<file path="config.mk">
export PLATFORM = sky130hd
export DESIGN_NAME = fetch_unit_flat
export DESIGN_NICKNAME = d
export VERILOG_FILES = /design/src/rtl/fetch_unit_if.sv /design/src/rtl/fetch_unit.sv /design/src/flat_wrapper.sv
export SDC_FILE = /design/constraint.sdc
export NUM_CORES = 1
export LEC_CHECK = 0
export CORE_UTILIZATION = 50
export CTS_CLUSTER_SIZE = 40
export DETAILED_ROUTE_END_ITERATION = 16
export DONT_BUFFER_PORTS = 1
export PLACE_DENSITY = 0.69
export SYNTH_ARGS = -nofsm -noshare
export SYNTH_HDL_FRONTEND = slang
export SYNTH_SLANG_ARGS = --single-unit
</file>
<file path="constraint.sdc">
create_clock -name clk -period 6.8 [get_ports clk]
set_input_delay 1.36 -clock clk [delete_from_list [all_inputs] [get_ports clk]]
set_output_delay 1.36 -clock clk [all_outputs]
set_load 0.02 [all_outputs]
</file>
<file path="src/rtl/fetch_unit_if.sv">
// fetch_unit_if: instruction memory request/response bus
interface fetch_unit_if;
    logic        req;
    logic [31:0] addr;
    logic        ready;
    logic [31:0] rdata;
    modport master (output req, addr, input ready, rdata);
    modport slave (input req, addr, output ready, rdata);
endinterface

</file>
<file path="src/rtl/fetch_unit.sv">
// fetch_unit: instruction fetch with stall buffer, redirect/drop handling and IF/ID register
module fetch_unit (
    input  logic         clk,
    input  logic         rst,
    input  logic         stall,
    input  logic         flush_d,
    input  logic         pc_src,
    input  logic [31:0]  pc_target,
    fetch_unit_if.master imem,
    output logic         valid_d,
    output logic [31:0]  instr_d,
    output logic [31:0]  pc_d,
    output logic [31:0]  pc_plus4_d,
    output logic [24:0]  imm_data_d
);
    localparam logic [31:0] NOP = 32'h00000013;
    typedef enum logic [1:0] {FETCH, HOLD, DROP} state_t;
    state_t state;
    logic [31:0] fetch_pc, redirect_pc, buf_instr, buf_pc;
    logic fetch_load, hold_load;
    assign fetch_load = state == FETCH && imem.ready && !pc_src && !stall;
    assign hold_load = state == HOLD && !pc_src && !stall;
    assign imem.req = state != HOLD;
    assign imem.addr = {fetch_pc[31:2], 2'b00};
    assign imm_data_d = instr_d[31:7];
    // fetch sequencing: advance, park a response while stalled, or drop a stale response after a redirect
    always_ff @(posedge clk) begin
        if (rst) begin
            state <= FETCH;
            fetch_pc <= '0;
            redirect_pc <= '0;
            buf_instr <= '0;
            buf_pc <= '0;
        end else begin
            case (state)
                FETCH: begin
                    if (imem.ready) begin
                        fetch_pc <= pc_src ? pc_target : fetch_pc + 32'd4;
                        if (!pc_src && stall) begin
                            buf_instr <= imem.rdata;
                            buf_pc <= fetch_pc;
                            state <= HOLD;
                        end
                    end else if (pc_src) begin
                        redirect_pc <= pc_target;
                        state <= DROP;
                    end
                end
                HOLD: begin
                    if (pc_src) begin
                        fetch_pc <= pc_target;
                        state <= FETCH;
                    end else if (!stall) begin
                        state <= FETCH;
                    end
                end
                DROP: begin
                    if (imem.ready) begin
                        fetch_pc <= pc_src ? pc_target : redirect_pc;
                        state <= FETCH;
                    end else if (pc_src) begin
                        redirect_pc <= pc_target;
                    end
                end
                default: state <= FETCH;
            endcase
        end
    end
    // IF/ID register: flush beats stall beats load, otherwise a bubble
    always_ff @(posedge clk) begin
        if (rst || flush_d) begin
            valid_d <= 1'b0;
            instr_d <= NOP;
            pc_d <= '0;
            pc_plus4_d <= '0;
        end else if (!stall) begin
            if (fetch_load || hold_load) begin
                valid_d <= 1'b1;
                instr_d <= fetch_load ? imem.rdata : buf_instr;
                pc_d <= fetch_load ? fetch_pc : buf_pc;
                pc_plus4_d <= (fetch_load ? fetch_pc : buf_pc) + 32'd4;
            end else begin
                valid_d <= 1'b0;
                instr_d <= NOP;
            end
        end
    end
endmodule

</file>
<file path="src/flat_wrapper.sv">
// flat-port wrapper written by rule: the top's interface ports become plain ports
module fetch_unit_flat 
  (clk, rst, stall, flush_d, pc_src, pc_target, valid_d, instr_d, pc_d, pc_plus4_d, imm_data_d, imem_req, imem_addr, imem_ready, imem_rdata);
  fetch_unit_if imem_i ();
  input  logic clk;
  input  logic rst;
  input  logic stall;
  input  logic flush_d;
  input  logic pc_src;
  input  logic [31:0] pc_target;
  output logic valid_d;
  output logic [31:0] instr_d;
  output logic [31:0] pc_d;
  output logic [31:0] pc_plus4_d;
  output logic [24:0] imm_data_d;
  output wire logic [$bits(imem_i.req)-1:0] imem_req;
  output wire logic [$bits(imem_i.addr)-1:0] imem_addr;
  input wire logic [$bits(imem_i.ready)-1:0] imem_ready;
  input wire logic [$bits(imem_i.rdata)-1:0] imem_rdata;
  assign imem_req = imem_i.req;
  assign imem_addr = imem_i.addr;
  assign imem_i.ready = imem_ready;
  assign imem_i.rdata = imem_rdata;
  fetch_unit u_core (.clk(clk), .rst(rst), .stall(stall), .flush_d(flush_d), .pc_src(pc_src), .pc_target(pc_target), .imem(imem_i), .valid_d(valid_d), .instr_d(instr_d), .pc_d(pc_d), .pc_plus4_d(pc_plus4_d), .imm_data_d(imm_data_d));
endmodule
</file>
==> impl_results.html <==
<table>
<tr><th>Metric</th><th>Value</th></tr>
<tr><th colspan="2">Status</th></tr>
<tr><td>Status</td><td>completed</td></tr>
<tr><th colspan="2">Floorplan</th></tr>
<tr><td>Ports placed on the boundary</td><td>225</td></tr>
<tr><td>Core box area</td><td>0.0219 mm²</td></tr>
<tr><td>DIE AREA</td><td>between 0.02 and 0.025 mm²</td></tr>
<tr><td>Chip width</td><td>152 µm</td></tr>
<tr><td>DIE HEIGHT</td><td>152 µm</td></tr>
<tr><td>Initial cell density of the core</td><td>0.511</td></tr>
<tr><td>Std-Cell Rows</td><td>between 50 and 60</td></tr>
<tr><th colspan="2">Yosys</th></tr>
<tr><td>Synth warn</td><td>0</td></tr>
<tr><td>Avg Synthesized Cell Area</td><td>7.65 µm²</td></tr>
<tr><td>Synth Instances</td><td>~1500</td></tr>
<tr><td>Share of the synthesized area in the top cell type</td><td>0.403</td></tr>
<tr><td>Number of synthesized flops with an enable pin</td><td>0</td></tr>
<tr><td>Top FF cell, synth</td><td>sky130_fd_sc_hd__dfxtp_1</td></tr>
<tr><td>Yosys top cell by area</td><td>sky130_fd_sc_hd__dfxtp_1</td></tr>
<tr><td>Number of synthesized register bits</td><td>225</td></tr>
<tr><td>Sequential cell area fraction in the yosys report</td><td>0.403</td></tr>
<tr><td>Post-Syn Area</td><td>0.0112 mm²</td></tr>
<tr><td>Count of distinct cell types in the synthesized netlist</td><td>67</td></tr>
<tr><td>Main area contributors after synthesis</td><td>sky130_fd_sc_hd__dfxtp_1, sky130_fd_sc_hd__nand2_1, sky130_fd_sc_hd__a21oi_1</td></tr>
<tr><td>Async S/R FF share, synth</td><td>0</td></tr>
<tr><th colspan="2">Finish</th></tr>
<tr><td>Nets</td><td>~1400</td></tr>
<tr><td>Filler cells</td><td>2099</td></tr>
<tr><td>Antenna cells</td><td>0</td></tr>
<tr><td>Multi-input gate area</td><td>0.00571 mm²</td></tr>
<tr><td>Area overhead of the layout relative to synthesis</td><td>3.39%</td></tr>
<tr><td>Final Core Density</td><td>0.528</td></tr>
<tr><td>Storage element area</td><td>0.00450 mm²</td></tr>
<tr><td>Fraction of final layout cells with drive strength greater than 1</td><td>0.0629</td></tr>
<tr><th colspan="2">Global route</th></tr>
<tr><td>Global-route usage over all layers</td><td>0.266</td></tr>
<tr><td>Residual overflow from global routing</td><td>0</td></tr>
<tr><td>Number of global-route vias before repair</td><td>8843</td></tr>
<tr><td>Wire length of the first global-routing pass</td><td>48700 µm</td></tr>
<tr><td>Initial antenna violation count</td><td>0</td></tr>
<tr><td>Maximum number of pins on one net before global-route repair</td><td>134</td></tr>
<tr><th colspan="2">Power</th></tr>
<tr><td>Power density cells</td><td>310 mW/mm²</td></tr>
<tr><td>Maximum resistive drop on vdd</td><td>193 µV</td></tr>
<tr><td>Leakage Power</td><td>roughly 3.8 nW</td></tr>
<tr><td>Power consumption</td><td>roughly 3.6 mW</td></tr>
<tr><th colspan="2">Clock tree</th></tr>
<tr><td>H-tree lvl count</td><td>1</td></tr>
<tr><td>Clock input transition at the sequential cells of the worst setup and hold paths</td><td>60 ps</td></tr>
<tr><td>CTS Buffer Depth</td><td>3</td></tr>
<tr><td>CTS tree</td><td>built</td></tr>
<tr><td>Cts bufs inserted</td><td>25</td></tr>
<tr><td>Clock sink count</td><td>about 230</td></tr>
<tr><td>Root cell of the clock tree</td><td>sky130_fd_sc_hd__clkbuf_16</td></tr>
<tr><td>Buffer count from post-CTS setup fixing</td><td>0</td></tr>
<tr><td>Clk_lat worst skew</td><td>530 ps</td></tr>
<tr><td>Hold buffers post-CTS</td><td>0</td></tr>
<tr><td>Quantity of gates resized following cts</td><td>0</td></tr>
<tr><th colspan="2">Detailed routing</th></tr>
<tr><td>Routed wirelength normalized by instance count</td><td>19.5 µm</td></tr>
<tr><td>Drt via density</td><td>about 6.1</td></tr>
<tr><td>Detailed Route WL</td><td>31500 µm</td></tr>
<tr><td>Antenna-violating nets left</td><td>0</td></tr>
<tr><td>Vias after detailed routing</td><td>9851</td></tr>
<tr><td>Iter 0 DRT Violations</td><td>978</td></tr>
<tr><td>Remaining design rule violation count</td><td>0</td></tr>
<tr><td>Drt pass-1 iters</td><td>5</td></tr>
<tr><th colspan="2">Critical path</th></tr>
<tr><td>Cell occurring most often along the worst timing path</td><td>sky130_fd_sc_hd__nand2_1</td></tr>
<tr><td>Peak fanout along the critical path</td><td>56</td></tr>
<tr><td>Largest stage delay, worst path</td><td>830 ps</td></tr>
<tr><td>Data required, critical path</td><td>a little over 7000 ps</td></tr>
<tr><td>CP arrival</td><td>approximately 4000 ps</td></tr>
<tr><td>Cell class contributing the biggest share of worst-path delay</td><td>simple AND/OR/NAND/NOR gates</td></tr>
<tr><td>Bufs and invs on worst path</td><td>1</td></tr>
<tr><td>Setup CP Type</td><td>input pin to flop</td></tr>
<tr><td>Slowest CP cell</td><td>sky130_fd_sc_hd__nand4bb_4</td></tr>
<tr><td>Series of cell instances along the critical path</td><td>nand4bb_4, nand2_1, buf_4, nand2_1, or3_1, nand3_1</td></tr>
<tr><td>Crit start category</td><td>input pin</td></tr>
<tr><td>Critical Path Sink Type</td><td>flop</td></tr>
<tr><th colspan="2">Timing</th></tr>
<tr><td>Normalized max-slew margin</td><td>0.160</td></tr>
<tr><td>Worst hold slack across all endpoints</td><td>roughly 450 ps</td></tr>
<tr><td>Achievable frequency</td><td>284 MHz</td></tr>
<tr><td>Unrepaired setup endpoints after global routing</td><td>no</td></tr>
<tr><td>Final critical-path required period</td><td>between 3000 and 4000 ps</td></tr>
<tr><td>Setup skew after layout</td><td>15.5 ps</td></tr>
<tr><td>Final Slew Violations</td><td>0</td></tr>
<tr><td>Final critical-path share of the clock period</td><td>0.517</td></tr>
<tr><td>Worst slew pin tran</td><td>1260 ps</td></tr>
<tr><td>Setup violations, final</td><td>0</td></tr>
<tr><td>Number of hold violations in the final report</td><td>0</td></tr>
<tr><td>Post-route setup TNS</td><td>0 ps</td></tr>
<tr><th colspan="2">Placement</th></tr>
<tr><td>Dpl hpwl</td><td>21200 µm</td></tr>
<tr><td>Weighted congestion at the end of routability-driven global placement</td><td>0.918</td></tr>
<tr><td>Number of port buffers</td><td>0</td></tr>
<tr><th colspan="2">Hold path</th></tr>
<tr><td>Class of the worst hold path</td><td>flop to flop</td></tr>
<tr><th colspan="2">Job</th></tr>
<tr><td>Max-Cap Viols</td><td>0</td></tr>
</table>
[final cells by class]
| type | instances | area share |
|---|---|---|
| clock buffer | 36 | 0.0638 |
| inverter | 9 | 0.00292 |
| multi-input combinational | 1043 | 0.494 |
| sequential | 225 | 0.390 |
| clock inverter | 10 | 0.0115 |
| timing repair buffer | 12 | 0.00780 |
| tap | 280 | 0.0303 |
[cell families (layout without fill, tap and decap cells)]
kind of cell	Yosys count	count (layout)	share of synthesized area
AND/OR/NAND/NOR	579	579	0.228
AO/OA/AOI/OAI	401	401	0.226
flip-flops	225	225	0.403
buffers and inverters	194	67	0.0893
multiplexers	32	32	0.0291
XOR/XNOR	24	24	0.0188
adder cells (fa/ha/maj)	5	5	0.00560
other	1	2	0.000336
[synth_stat cells (all sizes together) (3+ instances only)]
| cell | count |
|---|---|
| a211oi | 36 |
| a21o | 10 |
| a21oi | 179 |
| a221oi | 6 |
| a22o | 7 |
| a22oi | 46 |
| a311oi | 13 |
| a31oi | 13 |
| and2 | 4 |
| and3 | 5 |
| and4 | 3 |
| buf | 96 |
| clkbuf | 89 |
| dfxtp | 225 |
| ha | 5 |
| inv | 9 |
| mux2 | 4 |
| mux2i | 28 |
| nand2 | 328 |
| nand2b | 5 |
| nand3 | 45 |
| nand4 | 25 |
| nor2 | 98 |
| nor2b | 10 |
| nor3 | 30 |
| nor4 | 10 |
| o211ai | 9 |
| o21ai | 40 |
| o221a | 4 |
| o22ai | 5 |
| o311ai | 3 |
| o31ai | 5 |
| o41ai | 7 |
| or2 | 4 |
| or3 | 3 |
| xnor2 | 14 |
| xor2 | 10 |
[flip-flops by register name, summed over array words and instances (netlist names)]
signal / count
u_core.fetch_pc: 32
u_core.state: 2
u_core.pc_plus4_d: 30
u_core.redirect_pc: 32
u_core.valid_d: 1
u_core.instr_d: 32
u_core.pc_d: 32
u_core.buf_instr: 32
u_core.buf_pc: 32
[path summary, 6_finish.rpt]
check / start / depth (start not counted) / endpoint / slack (ps)
worst min-delay path: u_core.redirect_pc[1] / 2 / u_core.redirect_pc[1] / 450
worst max-delay path: pc_src / 6 / u_core.pc_plus4_d[17] / 3280
worst max register to register: u_core.state[0] / 8 / u_core.pc_plus4_d[17] / 3400
worst min register to register: u_core.redirect_pc[1] / 2 / u_core.redirect_pc[1] / 450
[where the power goes]
part | switching, mW | internal, mW | total [mW]
Clock | 0.548 | 0.866 | 1.41
Combinational | 0.340 | 0.196 | 0.536
Sequential | 0.227 | 1.40 | 1.63
Total | 1.11 | 2.46 | 3.58
[tightest hold or removal path: stages, from the launching register on]
cell and delay, ps:
sky130_fd_sc_hd__dfxtp_1 300, sky130_fd_sc_hd__nand2_1 50, sky130_fd_sc_hd__a21oi_1 50
[per-stage QoR]
| step | std cells | area, µm² | setup WS [ps] |
|---|---|---|---|
| after floorplan | 1462 | 11200 | 3650 |
| after global placement | 1569 | 10700 | 2780 |
| after detailed placement | 1569 | 10700 | 2760 |
| after CTS | 1615 | 11600 | 3310 |
| after global routing | 1615 | 11600 | 3040 |
| final | 1615 | 11600 | 3280 |
[layer usage]
layer / wire length, µm / global-route usage / vias up
li1: - / - / 4789
met1: 13700 / 0.384 / 4576
met2: 13200 / 0.376 / 445
met3: 3850 / 0.0865 / 41
met4: 649 / 0.0693 / 0
met5: 0 / 0 / -
[cell usage in the layout, fill, tap and decap left out, types with 6 or more instances in the layout]
cell type / n
sky130_fd_sc_hd__a21oi_1: 179
sky130_fd_sc_hd__a22oi_1: 46
sky130_fd_sc_hd__nand2_1: 328
sky130_fd_sc_hd__a21o_1: 10
sky130_fd_sc_hd__o211ai_1: 9
sky130_fd_sc_hd__buf_4: 12
sky130_fd_sc_hd__clkbuf_16: 25
sky130_fd_sc_hd__dfxtp_1: 225
sky130_fd_sc_hd__nor3_1: 27
sky130_fd_sc_hd__a221oi_1: 6
sky130_fd_sc_hd__clkbuf_8: 7
sky130_fd_sc_hd__nor2_1: 94
sky130_fd_sc_hd__a311oi_1: 13
sky130_fd_sc_hd__nand3_1: 44
sky130_fd_sc_hd__nor2b_1: 10
sky130_fd_sc_hd__nand4_1: 24
sky130_fd_sc_hd__xor2_1: 10
sky130_fd_sc_hd__a22o_1: 7
sky130_fd_sc_hd__a211oi_1: 36
sky130_fd_sc_hd__mux2i_1: 28
sky130_fd_sc_hd__xnor2_1: 14
sky130_fd_sc_hd__o21ai_0: 40
sky130_fd_sc_hd__a31oi_1: 13
sky130_fd_sc_hd__nor4_1: 8
sky130_fd_sc_hd__o41ai_1: 7
sky130_fd_sc_hd__inv_1: 9
Power figures use the tool's default switching activity.
